==> config.mk <==
export PLATFORM = sky130hd
export DESIGN_NAME = mult_share_sched_flat
export DESIGN_NICKNAME = d
export VERILOG_FILES = /design/src/rtl/mult_share_sched_pkg.sv /design/src/rtl/mult_share_sched_if.sv /design/src/rtl/mult_share_sched_rr_arbiter.sv /design/src/rtl/mult_share_sched.sv /design/src/flat_wrapper.sv
export SDC_FILE = /design/constraint.sdc
export NUM_CORES = 1
export LEC_CHECK = 0
export BUFFER_PORTS_ARGS = -buffer_cell sky130_fd_sc_hd__buf_2
export CORE_ASPECT_RATIO = 0.8
export CORE_MARGIN = 3
export CORE_UTILIZATION = 40
export DETAILED_ROUTE_END_ITERATION = 8
export PLACE_DENSITY = 0.76
export SYNTH_ARGS = -nofsm -noshare
export SYNTH_HDL_FRONTEND = slang
export SYNTH_SLANG_ARGS = --single-unit
==> constraint.sdc <==
create_clock -name clk -period 7 [get_ports clk]
set_input_delay 1.75 -clock clk [delete_from_list [all_inputs] [get_ports clk]]
set_output_delay 1.75 -clock clk [all_outputs]
set_load 0.05 [all_outputs]
==> src/rtl/mult_share_sched_pkg.sv <==
// mult_sched_pkg: shared types and defaults for the multiplier-sharing scheduler
package mult_sched_pkg;
  typedef enum logic [1:0] {IDLE, ISSUE, WAIT, RESP} state_t;
  localparam int DEF_NUM_REQ = 4;
  localparam int DEF_WIDTH = 4;
  localparam int DEF_TIMEOUT = 16;
  function automatic int id_w(input int n);
    return n > 1 ? $clog2(n) : 1;
  endfunction
endpackage

==> src/rtl/mult_share_sched_if.sv <==
// mult_share_sched_if: client-side request/response bus of the scheduler
interface mult_share_sched_if
  import mult_sched_pkg::*;
#(
  parameter int NUM_REQ = DEF_NUM_REQ,
  parameter int WIDTH = DEF_WIDTH,
  localparam int ID_W = id_w(NUM_REQ)
);
  logic [NUM_REQ-1:0] req_valid;
  logic [NUM_REQ*WIDTH-1:0] req_a;
  logic [NUM_REQ*WIDTH-1:0] req_b;
  logic [NUM_REQ-1:0] req_ready;
  logic rsp_valid;
  logic [ID_W-1:0] rsp_id;
  logic [2*WIDTH-1:0] rsp_product;
  logic rsp_err;
  modport master (
    output req_valid, req_a, req_b,
    input req_ready, rsp_valid, rsp_id, rsp_product, rsp_err
  );
  modport slave (
    input req_valid, req_a, req_b,
    output req_ready, rsp_valid, rsp_id, rsp_product, rsp_err
  );
endinterface

==> src/rtl/mult_share_sched_rr_arbiter.sv <==
// rr_arbiter: combinational round-robin grant starting after last_grant
module rr_arbiter
  import mult_sched_pkg::*;
#(
  parameter int NUM_REQ = DEF_NUM_REQ,
  localparam int ID_W = id_w(NUM_REQ)
) (
  input  logic [NUM_REQ-1:0] req,
  input  logic [ID_W-1:0]    last_grant,
  input  logic               enable,
  output logic [NUM_REQ-1:0] grant,
  output logic [ID_W-1:0]    grant_id
);
  // Scan from lowest priority to highest so the nearest requester after the pointer wins last.
  always_comb begin
    grant = '0;
    grant_id = '0;
    for (int i = NUM_REQ; i >= 1; i--) begin
      if (enable && req[ID_W'((int'(last_grant) + i) % NUM_REQ)]) begin
        grant = '0;
        grant[ID_W'((int'(last_grant) + i) % NUM_REQ)] = 1'b1;
        grant_id = ID_W'((int'(last_grant) + i) % NUM_REQ);
      end
    end
  end
endmodule

==> src/rtl/mult_share_sched.sv <==
// mult_share_sched: round-robin scheduler sharing one sequential multiplier engine
module mult_share_sched
  import mult_sched_pkg::*;
#(
  parameter int NUM_REQ = DEF_NUM_REQ,
  parameter int WIDTH = DEF_WIDTH,
  parameter int TIMEOUT = DEF_TIMEOUT,
  localparam int ID_W = id_w(NUM_REQ),
  localparam int CNT_W = $clog2(TIMEOUT + 1)
) (
  input  logic               clk,
  input  logic               rst,
  mult_share_sched_if.slave  bus,
  output logic               busy,
  output logic               eng_start,
  output logic [WIDTH-1:0]   eng_a,
  output logic [WIDTH-1:0]   eng_b,
  input  logic               eng_done,
  input  logic [2*WIDTH-1:0] eng_product
);
  state_t state, next;
  logic [NUM_REQ-1:0] grant;
  logic [ID_W-1:0] grant_id, id, last_grant;
  logic [CNT_W-1:0] cnt;
  logic [ID_W-1:0] rsp_id;
  logic [2*WIDTH-1:0] rsp_product;
  logic rsp_err;

  rr_arbiter #(.NUM_REQ(NUM_REQ)) arb (
    .req(bus.req_valid),
    .last_grant(last_grant),
    .enable(state == IDLE && !rst),
    .grant(grant),
    .grant_id(grant_id)
  );

  always_ff @(posedge clk)
    state <= rst ? IDLE : next;

  // Done is checked before the timeout so a completion on the last allowed cycle still counts.
  always_comb begin
    next = state == IDLE ? (|grant ? ISSUE : IDLE)
         : state == ISSUE ? WAIT
         : state == WAIT ? ((eng_done || cnt == CNT_W'(TIMEOUT - 1)) ? RESP : WAIT)
         : IDLE;
    bus.req_ready = grant;
    bus.rsp_valid = state == RESP;
    bus.rsp_id = rsp_id;
    bus.rsp_product = rsp_product;
    bus.rsp_err = rsp_err;
    eng_start = state == ISSUE;
    busy = state != IDLE;
  end

  always_ff @(posedge clk) begin
    if (rst) begin
      id <= '0;
      last_grant <= ID_W'(NUM_REQ - 1);
      cnt <= '0;
      eng_a <= '0;
      eng_b <= '0;
      rsp_id <= '0;
      rsp_product <= '0;
      rsp_err <= 1'b0;
    end else begin
      if (state == IDLE && |grant) begin
        id <= grant_id;
        eng_a <= bus.req_a[grant_id*WIDTH +: WIDTH];
        eng_b <= bus.req_b[grant_id*WIDTH +: WIDTH];
      end
      if (state == ISSUE) cnt <= '0;
      if (state == WAIT) cnt <= cnt + 1'b1;
      if (state == WAIT && next == RESP) begin
        rsp_id <= id;
        rsp_product <= eng_done ? eng_product : '0;
        rsp_err <= !eng_done;
      end
      if (state == RESP) last_grant <= id;
    end
  end
endmodule

==> src/flat_wrapper.sv <==
// flat-port wrapper written by rule: the top's interface ports become plain ports
module mult_share_sched_flat import mult_sched_pkg::*;
#(
  parameter int NUM_REQ = DEF_NUM_REQ,
  parameter int WIDTH = DEF_WIDTH,
  parameter int TIMEOUT = DEF_TIMEOUT,
  localparam int ID_W = id_w(NUM_REQ),
  localparam int CNT_W = $clog2(TIMEOUT + 1)
)
  (clk, rst, busy, eng_start, eng_a, eng_b, eng_done, eng_product, bus_req_valid, bus_req_a, bus_req_b, bus_req_ready, bus_rsp_valid, bus_rsp_id, bus_rsp_product, bus_rsp_err);
  mult_share_sched_if #(.NUM_REQ(NUM_REQ), .WIDTH(WIDTH)) bus_i ();
  input  logic clk;
  input  logic rst;
  output logic busy;
  output logic eng_start;
  output logic [WIDTH-1:0] eng_a;
  output logic [WIDTH-1:0] eng_b;
  input  logic eng_done;
  input  logic [2*WIDTH-1:0] eng_product;
  input wire logic [$bits(bus_i.req_valid)-1:0] bus_req_valid;
  input wire logic [$bits(bus_i.req_a)-1:0] bus_req_a;
  input wire logic [$bits(bus_i.req_b)-1:0] bus_req_b;
  output wire logic [$bits(bus_i.req_ready)-1:0] bus_req_ready;
  output wire logic [$bits(bus_i.rsp_valid)-1:0] bus_rsp_valid;
  output wire logic [$bits(bus_i.rsp_id)-1:0] bus_rsp_id;
  output wire logic [$bits(bus_i.rsp_product)-1:0] bus_rsp_product;
  output wire logic [$bits(bus_i.rsp_err)-1:0] bus_rsp_err;
  assign bus_i.req_valid = bus_req_valid;
  assign bus_i.req_a = bus_req_a;
  assign bus_i.req_b = bus_req_b;
  assign bus_req_ready = bus_i.req_ready;
  assign bus_rsp_valid = bus_i.rsp_valid;
  assign bus_rsp_id = bus_i.rsp_id;
  assign bus_rsp_product = bus_i.rsp_product;
  assign bus_rsp_err = bus_i.rsp_err;
  mult_share_sched #(.NUM_REQ(NUM_REQ), .WIDTH(WIDTH), .TIMEOUT(TIMEOUT)) u_core (.clk(clk), .rst(rst), .bus(bus_i), .busy(busy), .eng_start(eng_start), .eng_a(eng_a), .eng_b(eng_b), .eng_done(eng_done), .eng_product(eng_product));
endmodule
==> results.tsv <==
metric	value	unit
Die ar.	6440	µm²
IO Count	73	
final count of pins violating max slew	0	
first-pass iteration count of the detailed router	4	
TritonCTS Buffers	5	
Chip Width	89.0	µm
Via-to-Cell Ratio	5.60	
largest net degree at the start of global routing	30	
Setup violations, final	0	
Worst Hold Class	reg2reg	
Synth warnings	0	
max-cap violation count	0	
Final HPWL DP	3.98	mm
fmax	186	MHz
layout cells sized above 1	33.6	%
VDD IR-drop max	184	µV
Power Density	376	nW/µm²
Gates resized, CTS repair	0	
Worst Setup SP	rst	
drt drc	0	
Slew Limit Headroom	49.8	%
crit path kind	in2out	
initial cell density of the core	42.7	%
vias in the first global route	1877	
Total GRT Usage	16.3	%
run status	finished clean	
final setup TNS	0	ns
Sink Count	30	
Critical Path Most Common Cell	buf_2	
CTS hold repair buffers	0	
Reg-to-Reg Start	u_core.last_grant[0]	
Std-Cell Rows	23	
Gate Count Post-Synth	233	
Seq cells post-synth	30	
clock slew at reported path FFs	0.06	ns
worst slew pin tran	0.754	ns
Worst path max stage delay	0.48	ns
setup bufs post-CTS	0	
CP delay by family, top	simple AND/OR/NAND/NOR gates	
slowest stage cell on the critical path	or3b_4	
critical path depth in cells	6	
crit end category	primary output	
antenna cell count	0	
total grt overflow	0	
total wire length	5.24	mm
FF-to-FF path depth	9	
Post-Syn Nets	294	
Vias	2032	
# fillers	481	
Max Buffers Root-to-Sink	2	
core area	5150	µm²
Post-Syn Area	2200	µm²
reg2reg setup slack	3.00	ns
WL/cell	14.4	µm
post-synthesis async set-or-reset flop share	0	%
first-pass GRT wire length	8.56	mm
clk root buf	clkbuf_8	
RSZ-0062 raised after global routing	false	
period utilization	77.0	%
number of nets with antenna violations after routing	0	
Cell variety after synth	48	
Critical Path Fanout Max	29	
Buf/Inv on CP	2	
worst setup path end	bus_req_ready[3]	
IO Port Bufs	72	
P&R area growth vs syn	21.0	%
Mapped Avg Cell Area	9.45	µm²
WP data arrival	3.64	ns
CTS tree	done	
Worst R2R End	u_core.eng_a[1]	
GP Congestion	0.908	
H-tree level count	2	
Post-synth EDFFs	0	
utilization after layout	51.7	%
Worst Clk Skew	0.00782	ns
Clk Latency, worst-skew pair	0.28	ns
Most used DFF post-synth	dfxtp_1	
sequential-to-total area share from yosys stat	27.3	%
hold depth	2	
Worst Setup Start Kind	input port	
final hold viol count	0	
Tmin final	5.39	ns
critical-path cell list	buf_2 > or3b_4 > or2_1 > a22oi_2 > a2bb2oi_2 > buf_2	
nets	361	
Die Y	72.4	µm
number of DRC markers in iteration 0	75	
initial antenna violation count	0	
LEAKAGE	1.16	nW
Worst EP required	5.25	ns
where the power goes:
group	total, W	internal (W)	switching (W)
sequential	0.000226	0.000201	0.0000251
combinational	0.000605	0.000217	0.000389
clock	0.000169	0.000106	0.0000633
total	0.00100	0.000524	0.000477
through the flow:
stage	std cells	cell area (µm²)	hold slack (ns)	setup WS [ns]	power, W
floorplan	233	2200	0.457	1.96	0.000741
global placement	355	2550	0.446	1.66	0.000830
CTS	363	2670	0.455	1.63	0.00101
global route	363	2670	0.476	1.53	0.00107
finish	363	2670	0.452	1.61	0.00100
detailed placement	355	2550	0.444	1.64	0.000834
area by class of cell:
type / instances / area [µm²] / share of cell area [%]
clock buffer: 6 / 72.6 / 2.72
clock inverter: 2 / 37.5 / 1.41
inverter: 14 / 52.6 / 1.97
multi-input combinational: 176 / 1460 / 54.6
sequential: 30 / 601 / 22.5
tap: 62 / 77.6 / 2.91
timing repair buffer: 73 / 368 / 13.8
layout by cell type, fill, tap and decap left out, types with 7 or more instances in the layout:
cell and instances:
a21oi_1 18, nand3_1 7, dfxtp_1 30, nand2_1 16
mux2i_1 14, a211o_1 8, ha_1 14, a21boi_0 8
a32o_1 8, a211oi_1 8, buf_2 72, inv_1 14
nor2_1 10
registers in the layout (all words and copies together), names as in the netlist:
signal                  count
u_core.bus.rsp_err          1
u_core.bus.rsp_id           2
u_core.bus.rsp_product      8
u_core.cnt                  5
u_core.eng_a                4
u_core.eng_b                4
u_core.id                   2
u_core.last_grant           2
u_core.state                2
per-layer routing:
metal  up-vias  wire length (µm)  GRT usage [%]
met5         -                 0              0
li1       1014                 -              -
met3         6               385           4.09
met4         0                29           2.98
met1       939              2470           22.6
met2        73              2360           25.9
logic make-up (layout without fill, tap and decap cells):
| logic type | count (synthesis) | count (layout) | synth area share (%) |
|---|---|---|---|
| multiplexers | 20 | 20 | 11.5 |
| AND/OR/NAND/NOR | 60 | 60 | 15.3 |
| AO/OA/AOI/OAI | 82 | 82 | 31.4 |
| adder cells (fa/ha/maj) | 14 | 14 | 7.95 |
| flip-flops | 30 | 30 | 27.3 |
| buffers and inverters | 27 | 95 | 6.59 |
synthesized netlist by cell type, types with 3 or more instances:
| cell type | number | share of area (%) |
|---|---|---|
| nand3_1 | 7 | 1.6 |
| nor2b_1 | 5 | 1.4 |
| o22ai_2 | 3 | 1.7 |
| ha_1 | 14 | 8.0 |
| a21boi_0 | 8 | 2.7 |
| and3_1 | 3 | 0.85 |
| buf_6 | 4 | 2.0 |
| mux2i_4 | 3 | 3.1 |
| clkbuf_1 | 3 | 0.51 |
| nand2_1 | 16 | 2.7 |
| o22ai_1 | 5 | 1.4 |
| nand3b_1 | 4 | 1.4 |
| a211oi_1 | 8 | 2.7 |
| a211o_1 | 8 | 3.2 |
| dfxtp_1 | 30 | 27 |
| mux2i_1 | 14 | 6.4 |
| o21ai_0 | 4 | 0.91 |
| a21oi_1 | 18 | 4.1 |
| o22a_1 | 4 | 1.6 |
| inv_1 | 14 | 2.4 |
| a32o_1 | 8 | 3.6 |
| nor2_1 | 10 | 1.7 |
| nor3b_1 | 4 | 1.4 |
| buf_4 | 3 | 1.0 |
worst min path at each step:
| stage | to | slack [ns] | from |
|---|---|---|---|
| after floorplan | u_core.last_grant[0] | 0.46 | u_core.id[0] |
| after global placement | u_core.eng_a[0] | 0.45 | u_core.eng_a[0] |
| after detailed placement | u_core.eng_b[1] | 0.44 | u_core.eng_b[1] |
| after CTS | u_core.eng_b[1] | 0.45 | u_core.eng_b[1] |
| after global routing | u_core.eng_b[1] | 0.48 | u_core.eng_b[1] |
| final | u_core.eng_b[1] | 0.45 | u_core.eng_b[1] |
worst register-to-register path, cell delays in order, from the launching register on:
cell and delay [ns]:
dfxtp_1 0.78, inv_1 0.34, ha_1 0.44, nand3b_1 0.27, o22ai_1 0.18, o41ai_4 0.56, and2_1 0.71, mux2i_1 0.20
a211o_1 0.32, a21oi_1 0.14
Note: power is estimated with default switching activity, not from simulation.
